==> src/rtl/alu_frame_sequencer.sv <==
// -----------------------------------------------------------------------------
// alu_frame_sequencer
//
// Framed-command controller between the UART RX/TX FIFOs and the shared ALU.
// Hunts for SYNC_BYTE, then collects opcode, operand A, operand B and a checksum
// byte (OP ^ A ^ B). A good frame is committed to the ALU outputs, the result is
// latched and sent back followed by a status byte. Checksum errors and
// inter-byte timeouts answer with RESULT=00 and a non-zero status, leave the ALU
// outputs untouched and bump a saturating error counter.
//
// Ports
//   i_clk, i_reset           clock, asynchronous active-low reset
//   i_rx_empty, i_rx_data    RX FIFO status and show-ahead head byte
//   o_rx_read                RX FIFO pop (one byte per cycle at most)
//   i_tx_full                TX FIFO full
//   o_tx_write, o_tx_data    TX FIFO push and byte
//   o_alu_opcode/op_a/op_b   committed ALU operands (change only in EXEC)
//   i_alu_result             combinational ALU result
//   o_busy                   high whenever the sequencer is not idle
//   o_err_count              saturating count of bad frames
// -----------------------------------------------------------------------------
module alu_frame_sequencer #(
    parameter int          NB_DATA        = 8,
    parameter int          NB_OPCODE      = 6,
    parameter logic [7:0]  SYNC_BYTE      = 8'hA5,
    parameter int          NB_TIMEOUT     = 20,
    parameter int          TIMEOUT_CYCLES = 1000000
) (
    input  logic                 i_clk,
    input  logic                 i_reset,
    input  logic                 i_rx_empty,
    input  logic [NB_DATA-1:0]   i_rx_data,
    output logic                 o_rx_read,
    input  logic                 i_tx_full,
    output logic                 o_tx_write,
    output logic [NB_DATA-1:0]   o_tx_data,
    output logic [NB_OPCODE-1:0] o_alu_opcode,
    output logic [NB_DATA-1:0]   o_alu_op_a,
    output logic [NB_DATA-1:0]   o_alu_op_b,
    input  logic [NB_DATA-1:0]   i_alu_result,
    output logic                 o_busy,
    output logic [7:0]           o_err_count
);

    typedef enum logic [3:0] {
        IDLE, GET_OP, GET_A, GET_B, GET_CHK, EXEC, LATCH, SEND_RES, SEND_STAT
    } state_t;

    localparam logic [NB_DATA-1:0]    STAT_OK      = NB_DATA'(8'h00);
    localparam logic [NB_DATA-1:0]    STAT_CHK_ERR = NB_DATA'(8'h01);
    localparam logic [NB_DATA-1:0]    STAT_TIMEOUT = NB_DATA'(8'h02);
    localparam logic [NB_TIMEOUT-1:0] TIMER_LAST   = NB_TIMEOUT'(TIMEOUT_CYCLES - 1);

    state_t               state_q, state_d;
    logic [NB_DATA-1:0]   op_byte_q;   // full opcode byte, needed for the checksum
    logic [NB_DATA-1:0]   a_q, b_q;
    logic [NB_DATA-1:0]   result_q, status_q;
    logic [NB_TIMEOUT-1:0] timer_q;

    logic in_rx_state, in_get, pop, timed_out, chk_ok;

    assign in_rx_state = (state_q == IDLE) || in_get;
    assign in_get      = (state_q == GET_OP) || (state_q == GET_A) ||
                         (state_q == GET_B)  || (state_q == GET_CHK);
    // Gated by reset so the pop strobe is low for the whole reset interval.
    assign pop         = i_reset && in_rx_state && !i_rx_empty;
    // A byte arriving in the expiry cycle takes priority over the timeout.
    assign timed_out   = in_get && !pop && (timer_q == TIMER_LAST);
    assign chk_ok      = (i_rx_data == (op_byte_q ^ a_q ^ b_q));

    // NOTE: sequential state uses non-blocking (<=) so every register samples
    // pre-edge values; combinational blocks use blocking (=).
    always_ff @(posedge i_clk or negedge i_reset) begin
        if (!i_reset) state_q <= IDLE;
        else          state_q <= state_d;
    end

    // NOTE: every output of this block gets a default first, so no path
    // through the case statement can infer a latch.
    always_comb begin
        state_d    = state_q;
        o_tx_write = 1'b0;
        o_tx_data  = '0;
        unique case (state_q)
            IDLE:    if (pop && i_rx_data == NB_DATA'(SYNC_BYTE)) state_d = GET_OP;
            GET_OP:  if (pop) state_d = GET_A;   else if (timed_out) state_d = SEND_RES;
            GET_A:   if (pop) state_d = GET_B;   else if (timed_out) state_d = SEND_RES;
            GET_B:   if (pop) state_d = GET_CHK; else if (timed_out) state_d = SEND_RES;
            GET_CHK: if (pop) state_d = chk_ok ? EXEC : SEND_RES;
                     else if (timed_out) state_d = SEND_RES;
            EXEC:    state_d = LATCH;
            LATCH:   state_d = SEND_RES;
            SEND_RES: begin
                o_tx_data = result_q;
                if (!i_tx_full) begin
                    o_tx_write = 1'b1;
                    state_d    = SEND_STAT;
                end
            end
            SEND_STAT: begin
                o_tx_data = status_q;
                if (!i_tx_full) begin
                    o_tx_write = 1'b1;
                    state_d    = IDLE;
                end
            end
            default: state_d = IDLE;
        endcase
    end

    assign o_rx_read = pop;
    assign o_busy    = (state_q != IDLE);

    always_ff @(posedge i_clk or negedge i_reset) begin
        if (!i_reset) begin
            op_byte_q    <= '0;
            a_q          <= '0;
            b_q          <= '0;
            result_q     <= '0;
            status_q     <= '0;
            timer_q      <= '0;
            o_alu_opcode <= '0;
            o_alu_op_a   <= '0;
            o_alu_op_b   <= '0;
            o_err_count  <= '0;
        end else begin
            // Timer only runs while waiting for a frame byte.
            if (pop || !in_get) timer_q <= '0;
            else                timer_q <= timer_q + 1'b1;

            if (pop && state_q == GET_OP) op_byte_q <= i_rx_data;
            if (pop && state_q == GET_A)  a_q       <= i_rx_data;
            if (pop && state_q == GET_B)  b_q       <= i_rx_data;

            if (state_q == EXEC) begin
                o_alu_opcode <= op_byte_q[NB_OPCODE-1:0];
                o_alu_op_a   <= a_q;
                o_alu_op_b   <= b_q;
            end

            if (state_q == LATCH) begin
                result_q <= i_alu_result;
                status_q <= STAT_OK;
            end

            if (pop && state_q == GET_CHK && !chk_ok) begin
                result_q <= '0;
                status_q <= STAT_CHK_ERR;
            end else if (timed_out) begin
                result_q <= '0;
                status_q <= STAT_TIMEOUT;
            end

            if (((pop && state_q == GET_CHK && !chk_ok) || timed_out) &&
                (o_err_count != 8'hFF))
                o_err_count <= o_err_count + 8'd1;
        end
    end

endmodule

==> config.mk <==
export PLATFORM = sky130hd
export DESIGN_NAME = alu_frame_sequencer
export DESIGN_NICKNAME = d
export VERILOG_FILES = /design/src/rtl/alu_frame_sequencer.sv
export SDC_FILE = /design/constraint.sdc
export NUM_CORES = 1
export LEC_CHECK = 0
export ABC_CLOCK_PERIOD_IN_PS = 5500
export BUFFER_PORTS_ARGS = -buffer_cell sky130_fd_sc_hd__buf_2
export CAP_MARGIN = 5
export CORE_MARGIN = 2
export CORE_UTILIZATION = 50
export DETAILED_ROUTE_END_ITERATION = 16
export GPL_TIMING_DRIVEN = 0
export PLACE_DENSITY = 0.67
export SYNTH_ARGS = -nofsm -noshare
export SYNTH_HDL_FRONTEND = slang
export SYNTH_SLANG_ARGS = --single-unit
==> constraint.sdc <==
create_clock -name i_clk -period 5.5 [get_ports i_clk]
set_input_delay 1.1 -clock i_clk [delete_from_list [all_inputs] [get_ports i_clk]]
set_output_delay 1.1 -clock i_clk [all_outputs]
set_load 0.01 [all_outputs]
==> flow_summary.yaml, run 1 <==
min_path:
  hold_class: "reg2reg"
floorplanning:
  row_count: 33
  die_w_um: 94.7
  die_y_um: 94.7
  ios: 61
  die_area_sq_um: 8970
  core-area_sq_um: 8090
  initial_core_util_pct: 50.9
global_routing:
  antenna_found_initial: 0
  grt_pass1_wl_um: 13700
  grt_max_degree: 58
  grt_usage_pct: 19.8
  overflow: 0
  grt_pass1_vias: 2777
final_layout:
  layout_commonest_cell: "dfrtp_1"
  final_cell_mix: "dfrtp_1, buf_2, mux2_2, nand2_1, xnor2_1"
  antenna_cells: 0
  layout-drive-gt1-share_pct: 30.5
  area_growth_pct: 17.9
  nNetsFinal: 450
  final_util_pct: 60.0
setup_path:
  cp_num_buf_inv: 2
  cp_slowest_cell: "nor3_1"
  crit_end: "o_rx_read"
  cp.required_ns: 4.40
  endpoint_kind: "output port"
  reg2reg_from: "a_q[0]$_DFFE_PN0P_"
  cp_max_fo: 34
  arrival_ns: 2.40
  crit_chain: "buf_4, nand2b_1, nor3_1, buf_2"
  cp_top_family: "simple AND/OR/NAND/NOR gates"
  reg2reg_to: "o_err_count[1]$_DFFE_PN0P_"
  critPathKind: "in2out"
  startpoint: "i_reset"
  startpoint_type: "primary input"
  worstSetupPathDepth: 4
  critPathMaxStageDelay_ns: 0.47
  reg2reg_slack_ns: 3.02
  r2r_cells: 6
job:
  maxCapViolCount: 0
timing:
  tns_ns: 0
  post-route-period-util_pct: 63.6
  tightest_slew_ns: 1.07
  finClkSkew_ns: 0.0123
  setup_viol: 0
  rsz0062_at_grt: "false"
  min_period_ns: 3.50
  fmax_mhz: 286
  final_hold_viol_count: 0
  slew_violations: 0
  slew_headroom_pct: 28.0
clock_network:
  cts-buffers-inserted: 9
  post_cts_buffers: 0
  hold_buffers: 0
  cts_tree: "yes"
  post_cts_resized: 0
  cts-root-buf: "clkbuf_8"
  cts.sinks: 88
  insertion_delay_ns: 0.35
  path_clk_slew_ns: 0.09
  cts_htree_levels: 3
  clockBufferDepth: 2
detailed_routing:
  drtAntennaViolNets: 0
  via_per_inst: 5.37
  routedWlPerCell_um: 15.3
  drtIter0Drc: 237
  drt_first_pass_iters: 5
  wirelength_um: 8240
  drc_errors: 0
  vias: 2889
synth:
  syn_area_per_cell_sq_um: 11.6
  synthSimpleGateAreaFrac_pct: 15.6
  yosys_most_used_dff: "dfrtp_1"
  ys_seq_elements: 88
  synth_async_sr_flop_share_pct: 100
  synth_top_family_by_area: "simple AND/OR/NAND/NOR gates"
  synth_mux_area_share_pct: 13.1
  ys_warn_count: 0
  synth-adder-area-share_pct: 0.608
  syn_inst: 356
  syn_area_sq_um: 4120
  syn-num-nets: 378
  synth_edf_count: 0
  netlist-cell-type-count: 44
  yosysSeqAreaShare_pct: 53.5
  synth_xor_area_share_pct: 10.2
  synth-compound-area-share_pct: 5.59
placement:
  place_hpwl_um: 5800
  io_buffers: 60
  globalplace.congestion: 0.819
power:
  peakVddDrop_uv: 279
  powerDensity_nw_per_um2: 513
  p_leak_uw: 0.00218
status:
  status: "finished clean"
area by class of cell:
class | count | area (sq um)
Sequential cell | 88 | 2200
Multi-Input combinational cell | 254 | 1860
Tap cell | 105 | 131
Fill cell | 734 | 3240
Inverter | 2 | 7.51
Buffer | 12 | 50.0
Clock inverter | 6 | 138
Timing Repair Buffer | 61 | 330
Clock buffer | 10 | 138
worst min-delay path by stage:
| stage | startpoint | depth (start not counted) | slack, ns | end |
|---|---|---|---|---|
| floorplan | timer_q[0]$_DFF_PN0_ | 1 | 0.45 | timer_q[0]$_DFF_PN0_ |
| global placement | timer_q[0]$_DFF_PN0_ | 1 | 0.48 | timer_q[0]$_DFF_PN0_ |
| detailed placement | timer_q[0]$_DFF_PN0_ | 1 | 0.49 | timer_q[0]$_DFF_PN0_ |
| CTS | timer_q[0]$_DFF_PN0_ | 1 | 0.50 | timer_q[0]$_DFF_PN0_ |
| global route | o_alu_op_b[0]$_DFFE_PN0P_ | 1 | 0.53 | o_alu_op_b[0]$_DFFE_PN0P_ |
| finish | timer_q[0]$_DFF_PN0_ | 1 | 0.49 | timer_q[0]$_DFF_PN0_ |
cell families after synthesis:
family,Yosys count
buffers and inverters,14
AO/OA/AOI/OAI,34
adder cells (fa/ha/maj),2
multiplexers,48
AND/OR/NAND/NOR,122
flip-flops,88
XOR/XNOR,48
metal layers:
metal	up-vias	wire (um)	GRT usage [%]
met2	69	3800	29.2
li1	1388	-	-
met4	0	130	7.61
met5	-	0	0
met3	11	428	4.07
met1	1421	3880	28.7
cell usage after synthesis, drive strengths merged (2+ instances only):
master   count  area (sq um)
a21oi       12          60.1
and3         3          18.8
a32o         2          20.0
o211ai       2          15.0
nor2b        3          18.8
nand2       32           120
nand4        4          25.0
nor4b        3          26.3
o31ai        2          15.0
a211oi       3          22.5
clkbuf       8          30.0
nor4         6          58.8
xnor2       30           263
o2111ai      3          26.3
nor3b        4          30.0
o21ai        3          15.0
o21a         2          15.0
mux2        48           541
nand2b       4          25.0
and2         9          56.3
buf          4          20.0
nor3         7          35.0
ha           2          25.0
xor2        18           158
nand3       12          60.1
or2          2          12.5
dfrtp       88          2200
nor2        27           101
inv          2          7.51
sequential cells by signal, summed over array words and instances (netlist names):
register	cells
o_alu_op_a	8
state_q	4
a_q	8
status_q	2
b_q	8
result_q	8
op_byte_q	8
o_err_count	8
o_alu_opcode	6
o_alu_op_b	8
timer_q	20
stage by stage:
step | instance area, sq um | total power, uW | hold slack [ns] | std cells | setup slack, ns
3_3_place_gp | 4550 | 1880 | 0.475 | 521 | 0.629
4_1_cts | 4850 | 2520 | 0.500 | 538 | 1.95
3_5_place_dp | 4580 | 1920 | 0.485 | 522 | 1.97
2_1_floorplan | 4120 | 1650 | 0.455 | 356 | 2.67
5_1_grt | 4850 | 2660 | 0.526 | 538 | 1.77
6_report | 4850 | 2490 | 0.495 | 538 | 2.00
where the power goes:
group | switching (uW) | internal, uW | total, uW
combinational | 426 | 442 | 868
clock | 237 | 364 | 600
sequential | 152 | 871 | 1020
total | 814 | 1680 | 2490
Power figures use the tool's default switching activity.
==> run 2, diff against run 1 <==
ABC_CLOCK_PERIOD_IN_PS = 2900   (was 5500)
PLACE_DENSITY = 0.7   (was 0.67)
clock period = 2.9 ns   (was 5.5 ns; I/O delays follow)
==> flow_summary.yaml, run 2 (same netlist as run 1, synthesis figures left out) <==
status:
  status: "finished clean"
placement:
  post-place-ws_ns: 0.00762
  globalplace.congestion: 0.830
  place_hpwl_um: 5750
  io_buffers: 60
timing:
  slew_violations: 0
  holdWs_ns: 0.178
  post-route-period-util_pct: 92.5
  fin_ws_ns: 0.216
  finClkSkew_ns: 0.00881
  fmax_mhz: 373
  tightest_slew_ns: 0.988
  setup_viol: 0
  slew_headroom_pct: 33.6
  rsz0062_at_grt: "false"
  min_period_ns: 2.68
  final_hold_viol_count: 0
detailed_routing:
  drtIter0Drc: 180
  wirelength_um: 8260
  drt_first_pass_iters: 4
  vias: 2900
  drc_errors: 0
  routedWlPerCell_um: 15.4
  via_per_inst: 5.40
  drtAntennaViolNets: 0
final_layout:
  largest_reg_flops: 20
  layout-drive-gt1-share_pct: 30.6
  area_growth_pct: 16.9
  num-fill-cells: 715
  layout_commonest_cell: "dfrtp_1"
  antenna_cells: 0
  top_register: "timer_q"
  nNetsFinal: 450
  final_cell_mix: "dfrtp_1, buf_2, mux2_2, nand2_1, xnor2_1"
global_routing:
  grt_pass1_wl_um: 13500
  grt_max_degree: 55
  grt_pass1_vias: 2687
  overflow: 0
  antenna_found_initial: 0
  grt_usage_pct: 19.7
clock_network:
  cts_htree_levels: 3
  cts-root-buf: "clkbuf_8"
  cts.sinks: 88
  cts-buffers-inserted: 9
  insertion_delay_ns: 0.36
  path_clk_slew_ns: 0.09
  cts_tree: "yes"
  clockBufferDepth: 2
floorplanning:
  die_area_sq_um: 8970
  die_w_um: 94.7
  core-area_sq_um: 8090
  die_y_um: 94.7
  ios: 61
  row_count: 33
  initial_core_util_pct: 50.9
setup_path:
  reg2reg_to: "o_err_count[1]$_DFFE_PN0P_"
  critPathKind: "reg2out"
  arrival_ns: 2.10
  reg2reg_slack_ns: 0.40
  endpoint_kind: "output port"
  cp_max_fo: 10
  r2r_cells: 6
  cp.required_ns: 2.32
  startpoint_type: "register"
  reg2reg_from: "b_q[0]$_DFFE_PN0P_"
power:
  p_int_uw: 3060
  power.switching_uw: 1540
  power_frac_seq_pct: 42.2
  clock_power_share_pct: 21.8
  powerDensity_nw_per_um2: 956
  swShare_pct: 33.5
  peakVddDrop_uv: 573
  combPwrFrac_pct: 36.0
  p_leak_uw: 0.00216
min_path:
  hold_class: "in2async"
job:
  maxCapViolCount: 0
[run 2: cell types whose count changed in the layout (fill, tap and decap cells not counted), sizes merged]
cell	previous run	this run
inv	4	2
bufinv	4	3
clkbuf	18	17
clkinv	0	3
[run 2: layout make-up]
class / instances / area (sq um) / share of cell area [%]
plain buffers: 12 / 50.0 / 1.04
clock buffers: 9 / 124 / 2.57
clock inverters: 6 / 109 / 2.26
inverters: 2 / 7.51 / 0.156
multi-input cells: 254 / 1860 / 38.6
flip-flops and latches: 88 / 2200 / 45.7
well taps: 105 / 131 / 2.73
repair buffers: 61 / 330 / 6.86
[run 2: per-layer routing]
layer | part of all wire, % | track usage (%) | vias up
met1 | 47 | 28.3 | 1417
met3 | 6.2 | 4.31 | 13
met5 | 0 | 0 | -
met4 | 1.7 | 7.97 | 0
met2 | 45 | 29.1 | 86
li1 | - | - | 1384
[run 2: worst max-delay path by stage]
stage / startpoint / to / slack (ns) / cells after the start
floorplan: i_reset / state_q[0]$_DFFE_PN0P_ / 0.74 / 7
global placement: i_reset / o_err_count[1]$_DFFE_PN0P_ / -1.13 / 6
detailed placement: i_reset / o_err_count[1]$_DFFE_PN0P_ / 0.008 / 6
CTS: state_q[1]$_DFFE_PN0P_ / o_tx_write / 0.05 / 6
global route: state_q[1]$_DFFE_PN0P_ / o_tx_write / 0.08 / 6
finish: state_q[1]$_DFFE_PN0P_ / o_tx_write / 0.22 / 6
[run 2: per-stage QoR]
| stage | util, % | cells | TNS [ns] | cell area (sq um) | total power [uW] |
|---|---|---|---|---|---|
| finish | 59.5 | 537 | 0 | 4810 | 4600 |
| global route | 59.5 | 537 | 0 | 4810 | 4930 |
| CTS | 59.4 | 537 | 0 | 4810 | 4650 |
| detailed placement | 56.6 | 522 | 0 | 4580 | 3640 |
| global placement | 56.2 | 521 | -48.06 | 4550 | 3570 |
| floorplan | - | 356 | 0 | 4120 | 3130 |
[run 2: critical path, cell delays in order, from the launching register on]
cell	delay, ns
dfrtp_1	0.40
buf_1	0.34
nand2_1	0.24
nor2_2	0.39
a21oi_1	0.07
nor2_1	0.14
buf_2	0.15
[run 2: repair_timing]
item / CTS / global route
resized for setup: 0 / 1
hold buffers: 0 / 0
setup endpoints to repair: 0 / 9
buffers inserted: 0 / 0
[run 2: power by group through the flow]
stage	registers (uW)	clock network [uW]	logic, uW
6_report	1940	1000	1660
4_1_cts	1950	1020	1680
3_5_place_dp	1970	0	1670
3_3_place_gp	1950	0	1620
2_1_floorplan	1990	0	1140
5_1_grt	2000	1090	1840
==> run 3, diff against run 2 <==
CAP_MARGIN = 10   (was 5)
RECOVER_POWER = 50   (was not set)
==> flow_summary.yaml, run 3 (same netlist as run 1, synthesis figures left out) <==
status:
  status: "finished clean"
setup_path:
  endpoint_kind: "output port"
  reg2reg_from: "b_q[0]$_DFFE_PN0P_"
  cp.required_ns: 2.32
  critPathKind: "reg2out"
  crit_chain: "buf_1, nand2_1, nor2_2, a21oi_1, nor2_1, buf_2"
  arrival_ns: 2.12
  r2r_cells: 6
  cp_num_buf_inv: 2
  cp_top_family: "simple AND/OR/NAND/NOR gates"
  startpoint_type: "register"
  cp_slowest_cell: "dfrtp_1"
  startpoint: "state_q[1]$_DFFE_PN0P_"
  reg2reg_slack_ns: 0.43
  critPathMaxStageDelay_ns: 0.40
  reg2reg_to: "o_err_count[1]$_DFFE_PN0P_"
  cp_max_fo: 10
detailed_routing:
  routedWlPerCell_um: 15.3
  vias: 2896
  top_layer: "met4"
  wl_met3_um: 522
  wirelength_um: 8210
  met2_length_um: 3740
  drt_first_pass_iters: 4
  wl_met1_um: 3810
  via_per_inst: 5.39
  drc_errors: 0
  drtIter0Drc: 172
  drtAntennaViolNets: 0
floorplanning:
  core-area_sq_um: 8090
  ios: 61
  die_w_um: 94.7
  row_count: 33
  die_area_sq_um: 8970
  die_y_um: 94.7
  initial_core_util_pct: 50.9
global_routing:
  grt_max_degree: 55
  grt_usage_pct: 19.7
  antenna_found_initial: 0
  grt_pass1_wl_um: 13500
  grt_pass1_vias: 2687
  overflow: 0
timing:
  fin_ws_ns: 0.196
  min_period_ns: 2.70
  post-route-period-util_pct: 93.2
  tightest_slew_ns: 1.31
  final_hold_viol_count: 0
  fmax_mhz: 370
  finClkSkew_ns: 0.00900
  setup_viol: 0
  tns_ns: 0
  rsz0062_at_grt: "false"
  slew_headroom_pct: 12.8
  slew_violations: 0
clock_network:
  insertion_delay_ns: 0.36
  cts-buffers-inserted: 9
  hold_buffers: 0
  cts-root-buf: "clkbuf_8"
  clockBufferDepth: 2
  path_clk_slew_ns: 0.09
  cts_htree_levels: 3
  cts.sinks: 88
  cts_tree: "yes"
final_layout:
  final_cell_mix: "dfrtp_1, mux2_2, buf_2, nand2_1, xnor2_1"
  top_register: "timer_q"
  largest_reg_flops: 20
  final_cells: 537
  area_growth_pct: 15.8
  nNetsFinal: 450
  layout_commonest_cell: "dfrtp_1"
  num-fill-cells: 731
  layout-drive-gt1-share_pct: 25.9
  antenna_cells: 0
power:
  powerDensity_nw_per_um2: 958
  p_leak_uw: 0.00209
  peakVddDrop_uv: 553
min_path:
  hold_class: "in2async"
placement:
  io_buffers: 60
  dp_cells: 522
  globalplace.congestion: 0.830
  place_hpwl_um: 5750
  post-place-ws_ns: 0.00762
job:
  maxCapViolCount: 0
-- run 3: worst max path at each step --
stage / endpoint / slack (ns) / cells past startpoint
floorplan: state_q[0]$_DFFE_PN0P_ / 0.74 / 7
global placement: o_err_count[1]$_DFFE_PN0P_ / -1.13 / 6
detailed placement: o_err_count[1]$_DFFE_PN0P_ / 0.008 / 6
CTS: o_tx_write / 0.05 / 6
global route: o_tx_write / 0.08 / 6
finish: o_tx_write / 0.20 / 6
-- run 3: final cells by class --
| type | instances | area (sq um) | area share (%) |
|---|---|---|---|
| clock inverter | 6 | 109 | 2.28 |
| sequential | 88 | 2200 | 46.2 |
| inverter | 2 | 7.51 | 0.158 |
| timing repair buffer | 61 | 283 | 5.93 |
| buffer | 12 | 50.0 | 1.05 |
| tap | 105 | 131 | 2.76 |
| clock buffer | 9 | 124 | 2.60 |
| multi-input combinational | 254 | 1860 | 39.0 |
-- run 3: repair_timing --
item | 4_1_cts | 5_1_grt
setup buffers | 0 | 0
setup endpoints to repair | 0 | 9
gates resized for setup | 0 | 1
-- run 3: report_power, final --
part	switching (uW)	internal (uW)	total, uW
registers	292	1650	1940
logic	815	801	1620
clock network	439	566	1000
total	1550	3020	4570
-- run 3: metal layers --
| layer | GRT usage, % | up-vias |
|---|---|---|
| met1 | 28.3 | 1406 |
| met3 | 4.31 | 11 |
| met5 | 0 | - |
| met2 | 29.1 | 87 |
| met4 | 7.97 | 0 |
| li1 | - | 1392 |
-- run 3: stage by stage --
| stage | power, uW | util, % | cell area, sq um | hold slack [ns] |
|---|---|---|---|---|
| floorplan | 3130 | - | 4120 | 0.284 |
| global placement | 3570 | 56.2 | 4550 | 0.471 |
| global route | 4890 | 58.9 | 4770 | 0.189 |
| CTS | 4650 | 59.4 | 4810 | 0.191 |
| detailed placement | 3640 | 56.6 | 4580 | 0.482 |
| finish | 4570 | 58.9 | 4770 | 0.162 |
